===== src/rtl/l2_ecc_mon_pkg.sv =====
// Shared constants and types for the L2 ECC error monitor: register map,
// bit positions and the register-interface request/response structs.
package l2_ecc_mon_pkg;

  localparam int unsigned AddrWidth = 32;

  localparam logic [AddrWidth-1:0] STATUS_OFFS    = 32'h00;
  localparam logic [AddrWidth-1:0] COUNT_OFFS     = 32'h04;
  localparam logic [AddrWidth-1:0] THRESHOLD_OFFS = 32'h08;
  localparam logic [AddrWidth-1:0] CTRL_OFFS      = 32'h0C;
  localparam logic [AddrWidth-1:0] LAST_SRC_OFFS  = 32'h10;

  localparam int unsigned STATUS_PENDING_BIT   = 0;
  localparam int unsigned STATUS_OVERFLOW_BIT  = 1;
  localparam int unsigned CTRL_CLR_PENDING_BIT = 0;
  localparam int unsigned CTRL_CLR_COUNT_BIT   = 1;

  typedef struct packed {
    logic [AddrWidth-1:0] addr;
    logic                 write;
    logic [31:0]          wdata;
    logic [3:0]           wstrb;
    logic                 valid;
  } ecc_reg_req_t;

  typedef struct packed {
    logic [31:0] rdata;
    logic        error;
    logic        ready;
  } ecc_reg_rsp_t;

  // Byte-lane merge of a write into an existing 32-bit register value.
  function automatic logic [31:0] apply_wstrb(input logic [31:0] old_val,
                                              input logic [31:0] wdata,
                                              input logic [3:0]  wstrb);
    logic [31:0] res;
    res = old_val;
    for (int b = 0; b < 4; b++) begin
      if (wstrb[b]) res[8*b +: 8] = wdata[8*b +: 8];
    end
    return res;
  endfunction

endpackage


===== src/rtl/l2_ecc_mon_regs.sv =====
// Register slave for the ECC monitor: address decode, THRESHOLD storage,
// CTRL pulses and the combinational read/error response.
module l2_ecc_mon_regs
  import l2_ecc_mon_pkg::*;
#(
  parameter int unsigned CntWidth    = 16,
  parameter int unsigned SrcIdxWidth = 1,
  parameter type         reg_req_t   = ecc_reg_req_t,
  parameter type         reg_rsp_t   = ecc_reg_rsp_t
) (
  input  logic                   clk_i,
  input  logic                   rst_ni,
  input  reg_req_t               reg_req_i,
  output reg_rsp_t               reg_rsp_o,
  input  logic                   pending_i,
  input  logic                   overflow_i,
  input  logic [CntWidth-1:0]    count_i,
  input  logic [SrcIdxWidth-1:0] last_src_i,
  output logic [CntWidth-1:0]    threshold_o,
  output logic                   clr_pending_o,
  output logic                   clr_count_o
);

  logic [CntWidth-1:0] threshold_q, threshold_d;
  logic [31:0]         thr_merged;

  assign thr_merged  = apply_wstrb(32'(threshold_q), reg_req_i.wdata, reg_req_i.wstrb);
  assign threshold_o = threshold_q;

  always_comb begin : decode
    reg_rsp_o       = '0;
    reg_rsp_o.ready = reg_req_i.valid;
    threshold_d     = threshold_q;
    clr_pending_o   = 1'b0;
    clr_count_o     = 1'b0;
    if (reg_req_i.valid) begin
      case (reg_req_i.addr)
        STATUS_OFFS: begin
          if (reg_req_i.write) begin
            reg_rsp_o.error = 1'b1;
          end else begin
            reg_rsp_o.rdata[STATUS_PENDING_BIT]  = pending_i;
            reg_rsp_o.rdata[STATUS_OVERFLOW_BIT] = overflow_i;
          end
        end
        COUNT_OFFS: begin
          if (reg_req_i.write) reg_rsp_o.error = 1'b1;
          else                 reg_rsp_o.rdata = 32'(count_i);
        end
        THRESHOLD_OFFS: begin
          if (reg_req_i.write) threshold_d     = thr_merged[CntWidth-1:0];
          else                 reg_rsp_o.rdata = 32'(threshold_q);
        end
        CTRL_OFFS: begin
          // Action bits all live in byte 0; reads return zero.
          if (reg_req_i.write && reg_req_i.wstrb[0]) begin
            clr_pending_o = reg_req_i.wdata[CTRL_CLR_PENDING_BIT];
            clr_count_o   = reg_req_i.wdata[CTRL_CLR_COUNT_BIT];
          end
        end
        LAST_SRC_OFFS: begin
          if (reg_req_i.write) reg_rsp_o.error = 1'b1;
          else                 reg_rsp_o.rdata = 32'(last_src_i);
        end
        default: reg_rsp_o.error = 1'b1;
      endcase
    end
  end

  always_ff @(posedge clk_i or negedge rst_ni) begin
    // NOTE: sequential state uses non-blocking assignments so all flops sample pre-edge values.
    if (!rst_ni) threshold_q <= '0;
    else         threshold_q <= threshold_d;
  end

endmodule


===== src/rtl/popcount.sv =====
// Population count with the common_cells port interface (combinational).
module popcount #(
  parameter int unsigned INPUT_WIDTH    = 256,
  parameter int unsigned POPCOUNT_WIDTH = $clog2(INPUT_WIDTH) + 1
) (
  input  logic [INPUT_WIDTH-1:0]    data_i,
  output logic [POPCOUNT_WIDTH-1:0] popcount_o
);

  always_comb begin
    // NOTE: every always_comb output gets a default first so no path leaves it unassigned (no latch).
    popcount_o = '0;
    for (int i = 0; i < INPUT_WIDTH; i++) begin
      popcount_o = popcount_o + POPCOUNT_WIDTH'(data_i[i]);
    end
  end

endmodule


===== src/rtl/l2_ecc_err_monitor.sv =====
// L2 ECC error event monitor: edge-detects error flags, keeps a saturating
// event count and raises a latched interrupt at a programmable threshold.
module l2_ecc_err_monitor
  import l2_ecc_mon_pkg::*;
#(
  parameter int unsigned NumSrc    = 1,
  parameter int unsigned CntWidth  = 16,
  parameter type         reg_req_t = ecc_reg_req_t,
  parameter type         reg_rsp_t = ecc_reg_rsp_t
) (
  input  logic              clk_i,
  input  logic              rst_ni,
  input  logic [NumSrc-1:0] ecc_error_i,
  input  reg_req_t          reg_req_i,
  output reg_rsp_t          reg_rsp_o,
  output logic              irq_o
);

  localparam int unsigned PopWidth    = $clog2(NumSrc) + 1;
  localparam int unsigned SumWidth    = CntWidth + $clog2(NumSrc + 1);
  localparam int unsigned SrcIdxWidth = (NumSrc > 1) ? $clog2(NumSrc) : 1;

  logic [NumSrc-1:0]      prev_q, events;
  logic                   any_event;
  logic [PopWidth-1:0]    event_cnt;
  logic [SumWidth-1:0]    count_sum;
  logic                   saturate, thr_hit;
  logic [CntWidth-1:0]    count_q, count_d, threshold;
  logic                   overflow_q, overflow_d;
  logic                   pending_q, pending_d;
  logic [SrcIdxWidth-1:0] last_src_q, last_src_d, first_src;
  logic                   clr_pending, clr_count;

  assign events    = ecc_error_i & ~prev_q;
  assign any_event = |events;
  assign irq_o     = pending_q;

  popcount #(
    .INPUT_WIDTH (NumSrc)
  ) i_popcount (
    .data_i     (events),
    .popcount_o (event_cnt)
  );

  // Scan from the top so the lowest-index edge is the one that sticks.
  always_comb begin : first_src_sel
    first_src = '0;
    for (int i = NumSrc - 1; i >= 0; i--) begin
      if (events[i]) first_src = SrcIdxWidth'(i);
    end
  end

  always_comb begin : count_next
    count_sum  = (clr_count ? '0 : SumWidth'(count_q)) + SumWidth'(event_cnt);
    saturate   = count_sum > SumWidth'({CntWidth{1'b1}});
    count_d    = saturate ? '1 : count_sum[CntWidth-1:0];
    overflow_d = (overflow_q & ~clr_count) | saturate;
    // Pending is set by new events only, so software can clear it while the
    // count still sits above the threshold; a same-cycle crossing beats clear.
    thr_hit    = any_event && (threshold != '0) && (count_d >= threshold);
    pending_d  = (pending_q & ~clr_pending) | thr_hit;
    last_src_d = clr_count ? '0 : last_src_q;
    if (any_event) last_src_d = first_src;
  end

  always_ff @(posedge clk_i or negedge rst_ni) begin
    if (!rst_ni) begin
      prev_q     <= '0;
      count_q    <= '0;
      overflow_q <= 1'b0;
      pending_q  <= 1'b0;
      last_src_q <= '0;
    end else begin
      prev_q     <= ecc_error_i;
      count_q    <= count_d;
      overflow_q <= overflow_d;
      pending_q  <= pending_d;
      last_src_q <= last_src_d;
    end
  end

  l2_ecc_mon_regs #(
    .CntWidth    (CntWidth),
    .SrcIdxWidth (SrcIdxWidth),
    .reg_req_t   (reg_req_t),
    .reg_rsp_t   (reg_rsp_t)
  ) i_regs (
    .clk_i         (clk_i),
    .rst_ni        (rst_ni),
    .reg_req_i     (reg_req_i),
    .reg_rsp_o     (reg_rsp_o),
    .pending_i     (pending_q),
    .overflow_i    (overflow_q),
    .count_i       (count_q),
    .last_src_i    (last_src_q),
    .threshold_o   (threshold),
    .clr_pending_o (clr_pending),
    .clr_count_o   (clr_count)
  );

endmodule

===== config.mk =====
export PLATFORM = sky130hd
export DESIGN_NAME = l2_ecc_err_monitor
export DESIGN_NICKNAME = d
export VERILOG_FILES = /design/src/rtl/l2_ecc_mon_pkg.sv /design/src/rtl/l2_ecc_mon_regs.sv /design/src/rtl/popcount.sv /design/src/rtl/l2_ecc_err_monitor.sv
export SDC_FILE = /design/constraint.sdc
export NUM_CORES = 1
export LEC_CHECK = 0
export CORE_MARGIN = 8
export CORE_UTILIZATION = 45
export CTS_CLUSTER_SIZE = 28
export DETAILED_ROUTE_END_ITERATION = 10
export MAX_ROUTING_LAYER = met4
export PLACE_DENSITY = 0.81
export SLEW_MARGIN = 20
export SYNTH_ARGS = -nofsm -noshare
export SYNTH_HDL_FRONTEND = slang
export SYNTH_SLANG_ARGS = --single-unit

===== constraint.sdc =====
create_clock -name clk_i -period 7.05 [get_ports clk_i]
set_input_delay 1.41 -clock clk_i [delete_from_list [all_inputs] [get_ports clk_i]]
set_output_delay 1.41 -clock clk_i [all_outputs]
set_load 0.01 [all_outputs]

==> flow_summary_export.csv <==
group,metric,value,unit
worst_setup_path,worst_setup_path_start_kind,"input port",
synth,synth_area,0.00261,mm2
hold_path,hold_crit_class,"reg2reg",
power,power.density_cell_area,144,mW/mm2
run_status,status,"completed",
final_layout,finish.utilization,0.612,
sta,worst-slew-pin-transition,0.996,ns
clock_tree,clock_path_buffers,2,
worst_setup_path,cpLargestDelayFamily,"simple AND/OR/NAND/NOR gates",
drt,route.detailed.vias_per_inst,5.44,
synth,syn_inst,277,
synth,xor_xnor_share_of_the_synthesized_area,0.0369,
final_layout,fraction_of_layout_instances_using_a_drive_strength_above_1,0.0747,
drt,via_count,2286,
worst_setup_path,cp.required,7.21,ns
clock_tree,clk_pin_slew_worst_paths,0.07,ns
synth,synthesis.area_per_instance,9.44,um2
floorplan,die_w,92.2,um
floorplan,dieArea,0.00850,mm2
worst_setup_path,worst-r2r-setup-slack,3.32,ns
floorplan,pin_count,108,
sta,finalSetupViolations,0,
final_layout,seqCellArea,876,um2
synth,ys_seq_elements,35,
worst_setup_path,setup.worst_path.end_class,"flop",
synth,synth_top_cell_area_share,0.335,
sta,rsz_0062_raised_after_global_routing,"false",
synth,synth.top_cells.by_area,"dfrtp_1 (34%), ha_1 (8.6%), buf_4 (5.7%), nor4_4 (5.7%), a22oi_1 (4.0%)",
synth,synth_cell_types,46,
drt,drc,0,
synth,adder_cell_share_of_the_synthesized_area,0.0862,
grt,grt_max_degree,36,
clock_tree,post_cts_resize_count,0,
clock_tree,cts_made_buffers,5,
sta,max_freq,176,MHz
worst_setup_path,rr_endpoint,"irq_o",
synth,synth-compound-area-share,0.138,
worst_setup_path,worst-path-max-fanout,18,
synth,async_flop_share,1.00,
worst_setup_path,cpMaxStageDelayCell,"clkdlybuf4s50_1",
grt,globalRouteTotalUtil,0.175,
grt,via_count_of_the_first_global_routing_pass,2431,
hold_path,whs_path_depth,2,
clock_tree,cts_max_level,2,
grt,grt_remaining_overflow,0,
hold_path,hold-path-endpoint,"overflow_q",
drt,routed_wl,7.09,mm
worst_setup_path,crit_path_kind,"in2reg",
worst_setup_path,crit-reg2reg-launch,"prev_q",
placement,dp_hpwl,5.61,mm
synth,share_of_synthesized_area_spent_on_multiplexers,0.0522,
sta,count_of_pins_over_their_slew_limit,0,
grt,grt_antenna_before_repair,0,
floorplan,core,0.00557,mm2
floorplan,initial_utilization,0.469,
drt,drt-pass1-iter-count,4,
grt,first_pass_grt_wire_length,11.6,mm
final_layout,num_antenna_cells,0,
placement,port_buffers,73,
clock_tree,cts_hold_repair.buffers,0,
drt,drc_violation_total_after_the_first_tritonroute_iteration,122,
worst_setup_path,crit_cells,19,
sta,fin_crit,5.67,ns
worst_setup_path,timing.critical_path.slowest_cell_delay,0.50,ns
final_layout,area_growth,30.5,%
sta,worst_slew_margin_rel,0.333,
worst_setup_path,timing.critical_path.buf_inv,3,
drt,antenna_violating_nets_post_route,0,
synth,synth_top_family_by_area,"simple AND/OR/NAND/NOR gates",
synth,synth-simple-area-share,0.252,
worst_setup_path,crit_arrival,5.83,ns
worst_setup_path,timing.critical_path.cells,"clkdlybuf4s50_1, and3_1, nand4_1, nor3_4, buf_4, nor2b_1, ha_1, ha_1, and4_1, nand2_1, or3_1, buf_4, a21oi_1, ha_1, o21a_1, o2111ai_1, a21oi_1, a2111oi_0, o2bb2ai_1",
placement,globalplace.congestion,0.866,
hold_path,hold_startpoint,"overflow_q",
clock_tree,clk_root_buffer_cell,"clkbuf_8",
sta,final_hold_vios,0,
worst_setup_path,critical-path-top-cell-by-count,"ha_1",
clock_tree,tritoncts_clock_tree,"built",
power,p_leak,0.00149,uW
final_layout,multiInputGateArea,0.00154,mm2
drt,routedWlPerCell,16.9,um
synth,synth_top_flop_cell,"dfrtp_1",
synth,ys.warnings.count,0,
synth,synth_sequential_area_ratio,0.335,
clock_tree,postCtsSetupRepairBufs,0,
synth,yosys.area.top_type,"dfrtp_1",
power,max-vdd-ir-drop,0.0000807,V
clock_tree,clk_latency,0.29,ns
floorplan,cell_row_count,27,
worst_setup_path,r2r.worst_path.cells,14,
clock_tree,cts.sinks,35,
final_layout,layout.nets,438,
final_layout,final_cell_mix,"clkdlybuf4s50_1 (73), dfrtp_1 (35), nor2_1 (24)",
run,max_cap_violations,0,
final_layout,num-fill-cells,475,
sta,totalNegativeSetupSlack,0,ns
final_layout,layout_commonest_cell,"clkdlybuf4s50_1",
synth,number_of_synthesized_flops_with_an_enable_pin,0,
floorplan,die_h,92.2,um
sta,finalCritPeriodShare,0.804,
sta,final.setup_skew,0.00649,ns
[stage by stage]
stage / setup WS (ns) / total power, uW / std cells / hold slack (ns) / area (um2)
after floorplan: 2.18 / 303 / 292 / 0.490 / 2670
after global placement: 1.13 / 348 / 412 / 0.504 / 3330
after detailed placement: 1.03 / 352 / 412 / 0.506 / 3330
after CTS: 1.33 / 493 / 420 / 0.516 / 3410
after global routing: 1.08 / 518 / 420 / 0.553 / 3410
final: 1.38 / 490 / 420 / 0.515 / 3410
[cell usage after synthesis (2+ instances only)]
cell,instances
dfrtp_1,35
nor2_1,24
buf_4,20
a21oi_1,19
ha_1,18
inv_1,18
a22oi_1,14
nand3_1,13
nand2_1,11
o21ai_0,11
mux2_1,9
and3_1,8
xor2_1,8
nor4_4,7
buf_2,5
nand4_1,5
nor2b_1,5
clkbuf_1,4
nor4_1,4
nor3_1,3
xnor2_1,3
a2111oi_0,2
a211oi_1,2
and2_1,2
and4_1,2
mux2i_1,2
nand4_4,2
o2111ai_1,2
or2_1,2
[power breakdown]
group          switching, uW  internal, uW
clock network           71.0          69.3
logic                   50.8          64.7
registers               17.3           217
total                    139           351
[state kept, by name, summed over array words and instances, names as in the netlist]
signal              cells
count_q                16
prev_q                  1
irq_o                   1
overflow_q              1
i_regs.threshold_o     16
[layer usage]
metal	GRT usage	up-vias	part of all wire	routed length, um
met5	-	-	0	0
met4	0.0497	0	0.012	84
met3	0.0424	6	0.067	472
met2	0.307	77	0.53	3790
met1	0.192	1099	0.39	2750
li1	-	1104	-	-
[worst max-delay path by stage]
| stage | startpoint | endpoint | slack, ns |
|---|---|---|---|
| 6_report | reg_req_i[0] | irq_o | 1.38 |
| 5_1_grt | reg_req_i[0] | irq_o | 1.08 |
| 4_1_cts | reg_req_i[0] | irq_o | 1.33 |
| 3_5_place_dp | reg_req_i[0] | irq_o | 1.03 |
| 3_3_place_gp | reg_req_i[0] | irq_o | 1.13 |
| 2_1_floorplan | reg_req_i[53] | irq_o | 2.18 |
[kinds of logic (layout without fill, tap and decap cells)]
family                   count (synthesis)  in the layout
AND/OR/NAND/NOR                         96             96
AO/OA/AOI/OAI                           57             57
buffers and inverters                   47            103
flip-flops                              35             35
adder cells (fa/ha/maj)                 18             18
multiplexers                            12             12
XOR/XNOR                                11             11
other                                    1             16
[tightest hold or removal path: cells and delay by family (launching register included)]
kind / cells / cell delay, ns
flops: 1 / 0.37
compound gates: 1 / 0.05
buf+inv: 1 / 0.05
[area by class of cell]
| type | instances | share of cell area |
|---|---|---|
| Sequential cell | 35 | 0.257 |
| Inverter | 18 | 0.0198 |
| Clock buffer | 7 | 0.0224 |
| Tap cell | 72 | 0.0264 |
| Multi-Input combinational cell | 210 | 0.450 |
| Timing Repair Buffer | 77 | 0.223 |
| Clock inverter | 1 | 0.00147 |
No activity file was read; power rests on OpenSTA's default activity.
